## config.mk

```make
export PLATFORM = sky130hd
export DESIGN_NAME = fifo_uart_tx
export DESIGN_NICKNAME = d
export VERILOG_FILES = /design/src/rtl/fifo_uart_tx.sv
export SDC_FILE = /design/constraint.sdc
export NUM_CORES = 1
export LEC_CHECK = 0
export ABC_AREA = 0
export BUFFER_PORTS_ARGS = -buffer_cell sky130_fd_sc_hd__clkbuf_2
export CORE_AREA = 2 2 70 78
export DETAILED_ROUTE_END_ITERATION = 7
export DIE_AREA = 0 0 72 80
export MAX_ROUTING_LAYER = met4
export PLACE_DENSITY = 0.48
export SKIP_CTS_REPAIR_TIMING = 1
export SKIP_LAST_GASP = 1
export SYNTH_ARGS = -nofsm -noshare
export SYNTH_HDL_FRONTEND = slang
export SYNTH_SLANG_ARGS = --single-unit
export TNS_END_PERCENT = 20
```

## constraint.sdc

```tcl
create_clock -name clk -period 3.75 [get_ports clk]
set_input_delay 0.375 -clock clk [delete_from_list [all_inputs] [get_ports clk]]
set_output_delay 0.375 -clock clk [all_outputs]
set_load 0.02 [all_outputs]
```

## src/rtl/fifo_uart_tx.sv

```systemverilog
// fifo_uart_tx: drains a byte FIFO and transmits each byte as a UART 8N1 frame.
//   clk          in   system clock, rising edge
//   rst          in   asynchronous active-high reset
//   ena          in   drain enable (gates new pops only; a frame in flight completes)
//   fifo_empty   in   FIFO empty flag
//   fifo_rd_data in   FIFO read data, valid the cycle after fifo_rd_en
//   fifo_rd_en   out  one-cycle pop strobe (registered)
//   tx           out  serial line, idle high (registered)
//   busy         out  high whenever the engine is not idle (registered)
//   byte_count   out  completed frame count, wraps at 256 (registered)
module fifo_uart_tx #(
  parameter int unsigned DATA_W       = 8,
  parameter int unsigned CLKS_PER_BIT = 16
) (
  input  logic              clk,
  input  logic              rst,
  input  logic              ena,
  input  logic              fifo_empty,
  input  logic [DATA_W-1:0] fifo_rd_data,
  output logic              fifo_rd_en,
  output logic              tx,
  output logic              busy,
  output logic [7:0]        byte_count
);

  localparam int unsigned CNT_W = (CLKS_PER_BIT > 2) ? $clog2(CLKS_PER_BIT) : 1;
  localparam int unsigned IDX_W = (DATA_W > 2) ? $clog2(DATA_W) : 1;
  localparam logic [CNT_W-1:0] BAUD_LAST = CNT_W'(CLKS_PER_BIT - 1);
  localparam logic [IDX_W-1:0] IDX_LAST  = IDX_W'(DATA_W - 1);

  typedef enum logic [2:0] {
    IDLE  = 3'd0,
    FETCH = 3'd1,
    LOAD  = 3'd2,
    START = 3'd3,
    DATA  = 3'd4,
    STOP  = 3'd5
  } state_e;

  state_e            state_q, state_d;
  logic [CNT_W-1:0]  baud_q, baud_d;
  logic [IDX_W-1:0]  bit_idx_q, bit_idx_d;
  logic [DATA_W-1:0] shreg_q, shreg_d;
  logic              tx_q, tx_d;
  logic              rd_en_q, rd_en_d;
  logic              busy_q;
  logic [7:0]        cnt_q, cnt_d;

  logic baud_done;
  logic pop_req;

  assign baud_done = (baud_q == BAUD_LAST);
  assign pop_req   = ena && !fifo_empty;

  // State and datapath registers
  always_ff @(posedge clk or posedge rst) begin
    if (rst) begin
      state_q   <= IDLE;
      baud_q    <= '0;
      bit_idx_q <= '0;
      shreg_q   <= '0;
      tx_q      <= 1'b1;
      rd_en_q   <= 1'b0;
      busy_q    <= 1'b0;
      cnt_q     <= '0;
    end else begin
      state_q   <= state_d;
      baud_q    <= baud_d;
      bit_idx_q <= bit_idx_d;
      shreg_q   <= shreg_d;
      tx_q      <= tx_d;
      rd_en_q   <= rd_en_d;
      busy_q    <= (state_d != IDLE);
      cnt_q     <= cnt_d;
    end
  end

  // Next-state logic
  always_comb begin
    state_d = state_q;
    case (state_q)
      IDLE:    if (pop_req) state_d = FETCH;
      FETCH:   state_d = LOAD;
      LOAD:    state_d = START;
      START:   if (baud_done) state_d = DATA;
      DATA:    if (baud_done && (bit_idx_q == IDX_LAST)) state_d = STOP;
      STOP:    if (baud_done) state_d = IDLE;
      default: state_d = IDLE;
    endcase
  end

  // Output and datapath next values
  always_comb begin
    baud_d    = baud_q;
    bit_idx_d = bit_idx_q;
    shreg_d   = shreg_q;
    tx_d      = tx_q;
    rd_en_d   = 1'b0;
    cnt_d     = cnt_q;
    case (state_q)
      IDLE: begin
        tx_d    = 1'b1;
        rd_en_d = pop_req;
      end
      FETCH: ;
      LOAD: begin
        // Read data is valid now, one cycle after the pop strobe.
        shreg_d = fifo_rd_data;
        tx_d    = 1'b0;
        baud_d  = '0;
      end
      START: begin
        baud_d = baud_done ? '0 : CNT_W'(baud_q + 1'b1);
        if (baud_done) begin
          tx_d      = shreg_q[0];
          bit_idx_d = '0;
        end
      end
      DATA: begin
        baud_d = baud_done ? '0 : CNT_W'(baud_q + 1'b1);
        if (baud_done) begin
          if (bit_idx_q == IDX_LAST) begin
            tx_d = 1'b1;
          end else begin
            // Shift and present the next bit in the same edge.
            shreg_d   = shreg_q >> 1;
            tx_d      = shreg_q[1];
            bit_idx_d = IDX_W'(bit_idx_q + 1'b1);
          end
        end
      end
      STOP: begin
        baud_d = baud_done ? '0 : CNT_W'(baud_q + 1'b1);
        if (baud_done) cnt_d = 8'(cnt_q + 8'd1);
      end
      default: ;
    endcase
  end

  assign fifo_rd_en = rd_en_q;
  assign tx         = tx_q;
  assign busy       = busy_q;
  assign byte_count = cnt_q;

endmodule

```

==> results of run 1 <==
-- layout make-up --
| cell class | instances | area (um2) | share of cell area |
|---|---|---|---|
| tap | 58 | 72.6 | 0.0382 |
| clock inverter | 2 | 37.5 | 0.0197 |
| inverter | 17 | 63.8 | 0.0336 |
| multi-input combinational | 103 | 792 | 0.417 |
| sequential | 29 | 727 | 0.382 |
| timing repair buffer | 24 | 125 | 0.0658 |
| clock buffer | 6 | 82.6 | 0.0434 |
-- synth_stat cells, drive strengths merged, types with 2 or more instances --
master,instances,area (um2)
xor2,5,43.8
nor2,5,18.8
o211ai,2,15.0
mux2,4,45.0
nand2,2,7.51
mux2i,11,110
nand4,4,25.0
o22ai,9,56.3
nor3,7,35.0
nand2b,4,25.0
ha,4,50.1
a31oi,2,12.5
a221oi,4,52.6
nand4b,2,17.5
inv,17,63.8
clkbuf,6,22.5
nand3,4,25.0
and4,8,70.1
dfrtp,28,701
a21oi,7,35.0
xnor2,2,17.5
buf,6,36.3
-- layer usage --
layer / wire length, um / part of all wire / up-vias / track usage
met1: 1730 / 0.47 / 623 / 0.174
met2: 1770 / 0.48 / 26 / 0.232
met5: 0 / 0 / - / -
li1: - / - / 636 / -
met3: 146 / 0.040 / 5 / 0.0379
met4: 48 / 0.013 / 0 / 0.0453
-- worst max-delay path by stage --
stage / startpoint / to / slack [ns] / depth (start not counted)
after global placement: bit_idx_q[0] / shreg_q[3] / 1.65 / 5
after global routing: baud_q[0] / byte_count[1] / 1.47 / 4
after CTS: bit_idx_q[0] / shreg_q[2] / 1.63 / 5
final: bit_idx_q[0] / shreg_q[2] / 1.64 / 5
after detailed placement: bit_idx_q[0] / shreg_q[2] / 1.64 / 5
after floorplan: bit_idx_q[0] / shreg_q[0] / 1.86 / 6
-- registers in the layout, indices dropped and copies added, names as in the netlist --
name        flops
shreg_q         8
bit_idx_q       3
byte_count      8
fifo_rd_en      1
busy            1
state_q         3
tx              1
baud_q          4
-- stage by stage --
stage / area [um2] / util / worst slack (ns) / instances
floorplan: 1640 / - / 1.86 / 161
global placement: 1780 / 0.359 / 1.65 / 231
detailed placement: 1780 / 0.359 / 1.64 / 231
CTS: 1900 / 0.383 / 1.63 / 239
global route: 1900 / 0.383 / 1.47 / 239
finish: 1900 / 0.383 / 1.64 / 239
-- critical path, delay by kind of cell (launching register included) --
family	cells	cell delay (ns)
AO/OA/AOI/OAI	2	0.65
AND/OR/NAND/NOR	1	0.52
flip-flops	1	0.41
adder cells (fa/ha/maj)	2	0.40
-- power groups by stage --
stage	logic (W)	registers, W	clock network [W]
3_5_place_dp	0.000338	0.000536	0
5_1_grt	0.000379	0.000552	0.000368
6_report	0.000339	0.000531	0.000344
2_1_floorplan	0.000324	0.000459	0
4_1_cts	0.000340	0.000532	0.000357
3_3_place_gp	0.000328	0.000529	0
-- cells by family after synthesis --
kind of cell / share of synthesized area
flip-flops: 0.443
buffers and inverters: 0.0747
AO/OA/AOI/OAI: 0.153
multiplexers: 0.0945
XOR/XNOR: 0.0373
adder cells (fa/ha/maj): 0.0305
AND/OR/NAND/NOR: 0.167
==> key figures, run 1 <==
Outcome
  – Outcome: complete, no violations

Route
  – Detailed-route via count: 1,290
  – First-pass iteration count of the detailed router: 4
  – Routed Wire Length: 3.69 mm
  – Detailed-route DRC error count: 0
  – Number of antenna-violating nets in the routed design: 0
  – Via density per instance: 5.40
  – Initial detailed-routing violation count: 50
  – Detailed-route wire length per cell: 15.5 um

Power
  – Share of power burned in the clock network: 0.284
  – Sequential group share of total power: 0.438
  – Power density over the cells: 639 nW/um2
  – P_leak: 0.852 nW
  – Worst supply voltage drop on vdd: 0.234 mV
  – Switching portion of total power: 0.367
  – Combinational cell fraction of total power: 0.279
  – Switching power summed over all nets: 0.000445 W
  – Total power of the final layout: 0.00121 W
  – Internal power summed over all cells: 0.000769 W

Worst setup path
  – Worst Path Class, Setup: reg2reg
  – Worst-path fanout max: 8
  – FF-to-FF path depth: 5
  – Most numerous cell on the critical path: sky130_fd_sc_hd__ha_1
  – Required time of the worst setup path: 3.90 ns
  – Crit path DAT: 2.26 ns
  – Stage delay of the slowest cell on the critical path: 0.52 ns
  – Flop2flop setup slack: 1.64 ns
  – Kind of capture point of the worst setup path: flip-flop
  – Element type at the critical path start: flip-flop
  – Capturing point of the worst reg2reg path: shreg_q[2]
  – Worst-path cell chain: ha_1 -> ha_1 -> or3b_1 -> a221oi_4 -> o22ai_1
  – Slowest cell on the critical path: sky130_fd_sc_hd__or3b_1
  – FF-to-FF Start: bit_idx_q[0]

Finish
  – Most common cell after layout, fill and taps aside: sky130_fd_sc_hd__dfrtp_1
  – Area added between synthesis and finish: 15.8%
  – Antenna Diode Count: 0
  – Number of filler instances in the final layout: 521
  – Layout cell share with drive strength beyond 1: 0.199
  – Commonest non-fill, non-tap cells in the layout: sky130_fd_sc_hd__dfrtp_1 (28), sky130_fd_sc_hd__clkbuf_2 (22), sky130_fd_sc_hd__inv_1 (17)
  – Final layout net count: 196

Logic synthesis
  – Number of warnings printed during yosys synthesis: 0
  – FFs w/ async S/R, synth: 1.00
  – Post-synth top flop: sky130_fd_sc_hd__dfrtp_1
  – Share of the yosys chip area belonging to registers: 0.443
  – Nets in the synthesized netlist: 177
  – Average instance area after synthesis: 10.2 um2
  – Area of the mapped netlist: 1640 um2
  – Number of distinct standard cells referenced by the synthesized netlist: 44
  – Flop and latch count out of synthesis: 29
  – Instance count of the mapped netlist: 161
  – Number of flops mapped to enable cells by yosys: 0

Clocking
  – CTS Buf Count: 5
  – CTS sink cnt: 29
  – Clock Latency Late Sink: 0.29 ns
  – Root buffer cell: sky130_fd_sc_hd__clkbuf_8
  – Post-CTS clock slew at the launch and capture registers of the worst setup and hold paths: 0.07 ns
  – CTS H-tree lvls: 2
  – Maximum buffer depth of the clock tree: 2
  – Clock tree from TritonCTS: built

STA
  – Setup repair after global routing missed its margin: false
  – Post-route worst hold slack: 0.0409 ns
  – Total of endpoints with negative setup slack in the final report: 0
  – Number of max-slew violations in the final report: 0
  – Worst slew pin tran: 0.700 ns
  – Part of the cycle the worst path needs: 0.563
  – Achievable frequency: 0.474 GHz
  – Worst clock skew on the final layout: 0.00753 ns
  – Summed negative setup slack over all endpoints: 0 ns
  – Final critical path time including I/O delays and setup: 2.11 ns
  – Number of hold violations in the final report: 0
  – Relative slew slack: 0.533

Global route
  – Total congestion overflow after global routing: 0
  – Number of global-route vias before repair: 1,298
  – First-pass GRT wire length: 6.19 mm
  – Largest net degree at the start of global routing: 23
  – Total global routing track utilization: 0.143
  – Antenna violations before repair: 0

Floorplan
  – Die area: 5760 um2
  – Core Box Area: 4970 um2
  – Die Span Y: 80 um
  – Std-Cell Rows: 27
  – Die span in x: 72 um
  – # IOs: 23
  – Initial standard-cell utilization of the core: 0.331

Run
  – Number of maximum-capacitance constraint violations: 0

Placement
  – Port buffer count: 22
  – Final estimated routing congestion in global placement: 0.790
  – Half-perimeter wire length of the detailed placement result: 2.51 mm

Hold path
  – Type of the worst min-delay path: in2async
(Power assumes the default switching activity.)
==> run 2: changes to the inputs <==
--- a/config.mk
+++ b/config.mk
@@ -11,7 +11,7 @@
 export DETAILED_ROUTE_END_ITERATION = 7
 export DIE_AREA = 0 0 72 80
 export MAX_ROUTING_LAYER = met4
-export PLACE_DENSITY = 0.48
+export PLACE_DENSITY = 0.5
 export SKIP_CTS_REPAIR_TIMING = 1
 export SKIP_LAST_GASP = 1
 export SYNTH_ARGS = -nofsm -noshare
==> constraint.sdc (replaced) <==
create_clock -name clk -period 1.7 [get_ports clk]
set_input_delay 0.17 -clock clk [delete_from_list [all_inputs] [get_ports clk]]
set_output_delay 0.17 -clock clk [all_outputs]
set_load 0.02 [all_outputs]
==> run 2 against run 1 <==
  * The run now ends with negative setup slack left
  * Wire length grew 9.4%
  * Sequential share of layout area shrank 3.2 points
  * Final cell count up 7.1%
  * Design area up 9.1%
  * Critical endpoint is now bit_idx_q[1]
==> key figures, run 2 (synthesis gave the netlist of run 1 again) <==
Power
  – Power density over the cells: 1330 nW/um2 (+110%)
  – Worst supply voltage drop on vdd: 0.385 mV (+65%)
  – P_leak: 0.943 nW (+11%)
  – Total power of the final layout: 0.00276 W (+130%)

Finish
  – Layout cell share with drive strength beyond 1: 0.303 (+0.104)
  – Most common cell after layout, fill and taps aside: sky130_fd_sc_hd__dfrtp_1
  – Number of filler instances in the final layout: 481 (-7.7%)
  – Final core occ: 0.417 (+0.0348)
  – Final layout net count: 213 (+8.7%)
  – Footprint of the multi-input gates: 833 um2 (+5.2%)
  – Area added between synthesis and finish: 26.3%
  – Antenna Diode Count: 0 (unchanged)
  – Design area: 2070 um2 (+9.1%)
  – Commonest non-fill, non-tap cells in the layout: sky130_fd_sc_hd__dfrtp_1 (28), sky130_fd_sc_hd__clkbuf_2 (22), sky130_fd_sc_hd__inv_1 (17)
  – Area of all sequential standard cells: 727 um2 (unchanged)

Clocking
  – Maximum buffer depth of the clock tree: 2 (unchanged)
  – CTS H-tree lvls: 2 (unchanged)
  – Root buffer cell: sky130_fd_sc_hd__clkbuf_8
  – CTS sink cnt: 29 (unchanged)
  – Post-CTS clock slew at the launch and capture registers of the worst setup and hold paths: 0.06 ns (about the same)
  – Clock Latency Late Sink: 0.28 ns (about the same)
  – CTS Buf Count: 5 (unchanged)
  – Clock tree from TritonCTS: built

Route
  – Detailed-route wire length per cell: 15.8 um (+2.2%)
  – Number of antenna-violating nets in the routed design: 0 (unchanged)
  – Routed Wire Length: 4.04 mm (+9.4%)
  – Via density per instance: 5.46 (+1.2%)
  – Initial detailed-routing violation count: 50 (unchanged)
  – Detailed-route DRC error count: 0 (unchanged)
  – Detailed-route via count: 1,399 (+8.4%)
  – First-pass iteration count of the detailed router: 4 (unchanged)

STA
  – Number of max-slew violations in the final report: 0 (unchanged)
  – Achievable frequency: 0.544 GHz (+15%)
  – Worst clock skew on the final layout: 0.00493 ns (-0.00260 ns)
  – Setup repair after global routing missed its margin: true
  – Post-route worst hold slack: 0.100 ns (+0.0592 ns)
  – Part of the cycle the worst path needs: 1.08 (+0.518)
  – Relative slew slack: 0.752 (+0.219)
  – Worst slew pin tran: 0.368 ns (-0.331 ns)
  – Final Worst Setup Slack: -0.137 ns (-1.78 ns)
  – Final critical path time including I/O delays and setup: 1.84 ns (-0.272 ns)
  – Total of endpoints with negative setup slack in the final report: 11 (+11)
  – Number of hold violations in the final report: 0 (unchanged)
  – Summed negative setup slack over all endpoints: -1.22 ns (-1.22 ns)

Worst setup path
  – Stage delay of the slowest cell on the critical path: 0.41 ns (-0.11 ns)
  – Required time of the worst setup path: 1.90 ns (-2.00 ns)
  – Kind of capture point of the worst setup path: flip-flop
  – Worst-path cell chain: ha_2 -> ha_4 -> or3b_4 -> buf_6 -> mux2_1 -> o22ai_2
  – Flop2flop setup slack: -0.14 ns (-1.78 ns)
  – Worst-path fanout max: 5 (-3)
  – Worst Path Class, Setup: reg2reg
  – Element type at the critical path start: flip-flop
  – Slowest cell on the critical path: sky130_fd_sc_hd__or3b_4
  – Crit path DAT: 2.04 ns (-0.22 ns)

Global route
  – Total congestion overflow after global routing: 0 (unchanged)
  – Total global routing track utilization: 0.152 (+0.00858)
  – Largest net degree at the start of global routing: 23 (unchanged)
  – First-pass GRT wire length: 6.55 mm (+5.8%)
  – Antenna violations before repair: 0 (unchanged)
  – Number of global-route vias before repair: 1,395 (+7.5%)

Placement
  – Half-perimeter wire length of the detailed placement result: 2.80 mm (+11%)
  – Total placed instance area: 1920 um2 (+7.7%)
  – Final estimated routing congestion in global placement: 0.802 (+1.5%)
  – Port buffer count: 22 (unchanged)

Floorplan
  – Die span in x: 72 um (unchanged)
  – Initial standard-cell utilization of the core: 0.331 (unchanged)
  – Die Span Y: 80 um (unchanged)
  – Std-Cell Rows: 27 (unchanged)
  – # IOs: 23 (unchanged)
  – Core Box Area: 4970 um2 (unchanged)
  – Die area: 5760 um2 (unchanged)

Outcome
  – Failing checks: negative setup slack
  – Outcome: finished, violations left

Run
  – Number of maximum-capacitance constraint violations: 0 (unchanged)

Hold path
  – Type of the worst min-delay path: in2reg
-- run 2: cell count changes in the layout (fill, tap and decap cells not counted), moves of 2 or more --
cell                      change
sky130_fd_sc_hd__o22ai_1      -3
sky130_fd_sc_hd__o22ai_2      +3
sky130_fd_sc_hd__ha_1         -2
sky130_fd_sc_hd__buf_4       +13
sky130_fd_sc_hd__buf_6        +2
-- run 2: power breakdown --
group / switching, W / internal (W)
logic: 0.000641 / 0.000488
registers: 0.000122 / 0.000885
clock network: 0.000263 / 0.000365
-- run 2: final timing paths --
path / startpoint / end / cells past startpoint
min in group asynchronous: rst / state_q[0] / 3
min: fifo_rd_data[7] / shreg_q[7] / 2
max: bit_idx_q[1] / bit_idx_q[1] / 6
max in group asynchronous: rst / tx / 4
max reg2reg: bit_idx_q[1] / bit_idx_q[1] / 6
min reg2reg: byte_count[7] / byte_count[7] / 1
-- run 2: worst max-delay path: cells and delay by family (launching register included) --
family / cells / cell delay [ns]
adders and majority gates: 2 / 0.36
AOI/OAI and AO/OA: 1 / 0.13
muxes: 1 / 0.31
buffers and inverters: 1 / 0.14
and+or+nand+nor: 1 / 0.41
DFF: 1 / 0.40
-- run 2: cell type report --
cell class,instances,share of cell area
multi-input combinational,103,0.402
sequential,29,0.351
timing repair buffer,41,0.133
clock buffer,7,0.0465
tap,58,0.0350
inverter,17,0.0308
clock inverter,1,0.00241
-- run 2: metal layers --
metal / share of wire / vias up / GRT usage
met5: 0 / - / -
met4: 0.0067 / 0 / 0.0396
met3: 0.043 / 4 / 0.0391
met2: 0.51 / 40 / 0.271
met1: 0.44 / 694 / 0.167
li1: - / 661 / -
-- run 2: through the flow --
step / setup WS [ns] / instances
6_report: -0.137 / 256
5_1_grt: -0.186 / 256
2_1_floorplan: -0.134 / 161
3_3_place_gp: -0.146 / 247
4_1_cts: -0.229 / 255
3_5_place_dp: -0.197 / 247
